[src/rtl/matrix2x2_operand_loader.sv]
// Byte-serial loader that assembles two packed 2x2 operand matrices (A, B)
// and hands them to the multiplier through a single staging buffer.
module matrix2x2_operand_loader #(
  parameter int ELEM_W      = 8,
  parameter int B_COL_MAJOR = 0
) (
  input  logic                clk,
  input  logic                rst,
  input  logic [ELEM_W-1:0]   in_data,
  input  logic                in_valid,
  output logic                in_ready,
  output logic [4*ELEM_W-1:0] out_a,
  output logic [4*ELEM_W-1:0] out_b,
  output logic                out_valid,
  input  logic                out_ack,
  output logic [7:0]          frame_cnt
);

  localparam int WORD_W = 4 * ELEM_W;

  logic [2:0]        elem_cnt;
  logic              stage_full;
  logic [WORD_W-1:0] stage_a;
  logic [WORD_W-1:0] stage_b;

  logic              accept;
  logic              transfer;
  logic              take;
  logic [1:0]        slot;
  logic [1:0]        pos;
  logic [WORD_W-1:0] cur_word;
  logic [WORD_W-1:0] merged;

  assign in_ready = !stage_full;

  // Column-major B swaps the middle two slots, so the word is always row-major.
  always_comb begin
    accept   = in_valid && !stage_full;
    transfer = stage_full && (!out_valid || out_ack);
    take     = out_valid && out_ack;
    slot     = elem_cnt[1:0];
    pos      = (elem_cnt[2] && (B_COL_MAJOR != 0)) ? {slot[0], slot[1]} : slot;
    cur_word = elem_cnt[2] ? stage_b : stage_a;
    merged   = cur_word;
    case (pos)
      2'd0:    merged[WORD_W-1   -: ELEM_W] = in_data;
      2'd1:    merged[3*ELEM_W-1 -: ELEM_W] = in_data;
      2'd2:    merged[2*ELEM_W-1 -: ELEM_W] = in_data;
      default: merged[ELEM_W-1   -: ELEM_W] = in_data;
    endcase
  end

  always_ff @(posedge clk) begin
    if (!rst) begin
      elem_cnt   <= 3'd0;
      stage_full <= 1'b0;
      stage_a    <= '0;
      stage_b    <= '0;
      out_a      <= '0;
      out_b      <= '0;
      out_valid  <= 1'b0;
      frame_cnt  <= 8'd0;
    end else begin
      if (accept) begin
        if (elem_cnt[2]) begin
          stage_b <= merged;
        end else begin
          stage_a <= merged;
        end
        elem_cnt <= elem_cnt + 3'd1;
        if (elem_cnt == 3'd7) begin
          stage_full <= 1'b1;
        end
      end

      // Accept and transfer are mutually exclusive since accept needs an empty stage.
      if (transfer) begin
        out_a      <= stage_a;
        out_b      <= stage_b;
        out_valid  <= 1'b1;
        stage_full <= 1'b0;
      end else if (take) begin
        out_valid <= 1'b0;
      end

      if (take) begin
        frame_cnt <= frame_cnt + 8'd1;
      end
    end
  end

endmodule

[config.mk]
export PLATFORM = sky130hd
export DESIGN_NAME = matrix2x2_operand_loader
export DESIGN_NICKNAME = d
export VERILOG_FILES = /design/src/rtl/matrix2x2_operand_loader.sv
export SDC_FILE = /design/constraint.sdc
export NUM_CORES = 1
export LEC_CHECK = 0
export CAP_MARGIN = 15
export CORE_MARGIN = 2
export CORE_UTILIZATION = 42
export DETAILED_ROUTE_END_ITERATION = 10
export PLACE_DENSITY = 0.65
export SYNTH_ARGS = -nofsm -noshare
export SYNTH_HDL_FRONTEND = slang
export SYNTH_SLANG_ARGS = --single-unit
[constraint.sdc]
create_clock -name clk -period 1.8 [get_ports clk]
set_input_delay 0.36 -clock clk [delete_from_list [all_inputs] [get_ports clk]]
set_output_delay 0.36 -clock clk [all_outputs]
set_load 0.05 [all_outputs]
==> metrics, run 1 <==
post-synthesis xor/xnor area fraction=0.488%; Clock transition at path regs=0.06 ns; compound-gate portion of the synthesized area=16.3%; worst setup path class=register to register; multiplexer area fraction after synthesis=6.32%; Post-CTS Hold Buffers=0; most common cell in the netlist=dfxtp_1; vias in the first global route=4142; fin util=54.3%; Synth Area in Simple Gates=17.2%; fill count=1142; H-tree level count=4; Placer Congestion=0.799; MaxCap Viol Count=0; row count=41; initial DRC count=270; cell accounting for the most synthesized area=dfxtp_1; Slew Viols, Final=0; Antenna diodes=0; min Tclk post-route=1.66 ns; Post-CTS Setup Inserts=0; Mapped Cells=621; Starting Density=42.8%; final setup fails=0; actual slew at the worst max-slew pin=0.606 ns; CTS tree=done; Resized cells post-CTS=0; Root Buffer=clkbuf_16; Synth area leaders=dfxtp_1, a21oi_1, nand3_1, mux2i_1, o21ai_0; Post-synth ARST share=0%; Hold Startpoint=stage_b[11]; register bit total from synthesis=141; largest net degree at the start of global routing=82; total wire length=13200 um; sequential-to-total area share from yosys stat=52.4%; Synth Area in Adders=1.63%; CTS Buffer Depth=2; Area Overhead vs Synth=26.7%; port bufs=85; Die H=117 um; Final Hold Fails=0; Most used DFF post-synth=dfxtp_1; global-route wire length before repair=20800 um; fin nets=699; WP data required=2.09 ns; Clock Sink Count=141; fraction of layout instances using a drive strength above 1=18.5%; Worst slew margin=59.4%; mean post-synth cell area=8.67 um^2; crit end category=register; R2R depth=5; status=completed; EDFF count, synth=0; syn nets=640; Residual DRC=0; capture point of the worst reg-to-reg path=stage_a[0]; Max FO, Critical Path=8; main combinational cell family by area after synthesis=simple AND/OR/NAND/NOR gates; Yosys top cell area share=52.4%; gr ovfl total=0; hold path depth=2; Core Area=12600 um^2; boundary pin count=86; Hold Crit Endpoint=stage_b[11]; TritonRoute pass-1 iters=4; Hold WS=0.456 ns; Ys Warns=0; Peak VDD IR=610 uV; PD cells=1020 nW/um^2; routed via count=4515; Max Clk Rate=604 MHz; unrepaired setup endpoints after global routing=no; synthesized area=5380 um^2; initial antenna violation count=0; Worst Setup Start Kind=register; Routed WL per cell=15.2 um; worst reg-to-reg setup slack=0.14 ns; final instance area=6820 um^2; post-route antenna net violation count=0; clock skew=0.00451 ns; Total Routing Usage GR=19.7%; CP arrival=1.94 ns; Post-synth top cells=dfxtp_1, a21oi_1, nand3_1, nand2_1, o21ai_0; total CTS buffers=17; LEAKAGE=2.48 nW; period utilization=92.0%; Hold/Removal Path Class=register to register; die width=117 um; Detail Placement HPWL=8200 um; Placed Area=6220 um^2; Worst-Skew Late Latency=0.41 ns; Synth cell types=29; DIE AREA=13700 um^2; setup TNS=0 ns; Reg2Reg Launch Point=elem_cnt[0]; Vias/cell=5.22
## cells in the final DEF (no fill, tap or decap), types with 4 or more instances in the layout
| master | synthesis | routed |
|---|---|---|
| dfxtp_1 | 141 | 140 |
| a21oi_1 | 103 | 103 |
| buf_4 | 5 | 83 |
| nand3_1 | 70 | 70 |
| nand2_1 | 68 | 68 |
| o21ai_0 | 57 | 57 |
| nor2_1 | 38 | 38 |
| mux2i_1 | 34 | 34 |
| clkbuf_16 | 0 | 17 |
| clkdlybuf4s50_1 | 0 | 11 |
| o21ai_1 | 9 | 9 |
| buf_12 | 0 | 8 |
| ha_1 | 7 | 7 |
| clkbuf_8 | 0 | 6 |
| and4b_1 | 4 | 4 |
| nand4b_1 | 4 | 4 |
| clkbuf_1 | 36 | 4 |
## worst max-delay path by stage
| stage | from | endpoint | slack (ns) | cells past startpoint |
|---|---|---|---|---|
| 2_1_floorplan | frame_cnt[0] | frame_cnt[6] | 0.14 | 4 |
| 3_3_place_gp | in_valid | stage_a[6] | -0.02 | 5 |
| 3_5_place_dp | in_valid | stage_a[0] | -0.06 | 5 |
| 4_1_cts | elem_cnt[0] | stage_a[0] | 0.16 | 5 |
| 5_1_grt | elem_cnt[0] | stage_a[0] | 0.08 | 5 |
| 6_report | elem_cnt[0] | stage_a[0] | 0.14 | 5 |
## state kept, by name, summed over array words and instances, names as in the netlist
name	flops
stage_b	32
out_b	32
out_a	32
stage_a	32
stage_full	1
out_valid	1
frame_cnt	8
elem_cnt	3
## per-layer routing
| metal | GRT usage [%] | vias to the layer above | share of wire, % | wire length (um) |
|---|---|---|---|---|
| met1 | 27.1 | 2132 | 48 | 6380 |
| met3 | 4.12 | 16 | 4.6 | 607 |
| met4 | 7.84 | 0 | 1.4 | 190 |
| met2 | 30.4 | 107 | 45 | 5990 |
| met5 | 0 | - | 0 | 0 |
| li1 | - | 2260 | - | - |
## report_power, final
group / switching [mW] / leakage [nW] / internal (mW)
clock network: 1.24 / 0.294 / 2.26
registers: 0.0240 / 1.14 / 3.16
logic: 0.156 / 1.05 / 0.108
total: 1.42 / 2.48 / 5.52
## critical path: stages, from the launching register on
cell and delay (ns):
dfxtp_1 0.43, ha_1 0.26, nor4bb_2 0.30, buf_4 0.23
mux2i_1 0.24, nor2_1 0.07
## final cells by class
type | count | area (um^2) | share of cell area [%]
clock inverter | 5 | 77.6 | 1.14
tap | 172 | 215 | 3.16
multi-input combinational | 413 | 2270 | 33.2
clock buffer | 27 | 523 | 7.67
timing repair buffer | 102 | 893 | 13.1
sequential | 141 | 2820 | 41.4
inverter | 5 | 21.3 | 0.312
## cells by family after synthesis
logic type,after synthesis
muxes,34
and+or+nand+nor,196
DFF,141
adders and majority gates,7
AOI/OAI and AO/OA,173
xor gates and xnor gates,3
buffers and inverters,67
## metrics by stage
step	total power [mW]	worst slack [ns]	std cells
2_1_floorplan	3.41	0.141	621
3_3_place_gp	3.50	-0.0242	833
3_5_place_dp	3.51	-0.0644	833
4_1_cts	6.99	0.156	865
5_1_grt	7.15	0.0796	865
6_report	6.94	0.145	865
Power figures use the tool's default switching activity.
==> inputs of run 2 (changes only) <==
--- a/config.mk
+++ b/config.mk
@@ -13,3 +13,4 @@
 export SYNTH_ARGS = -nofsm -noshare
 export SYNTH_HDL_FRONTEND = slang
 export SYNTH_SLANG_ARGS = --single-unit
+export TNS_END_PERCENT = 30
==> results of run 2 <==
No change in the layout: final DEF, timing and power equal those of run 1.
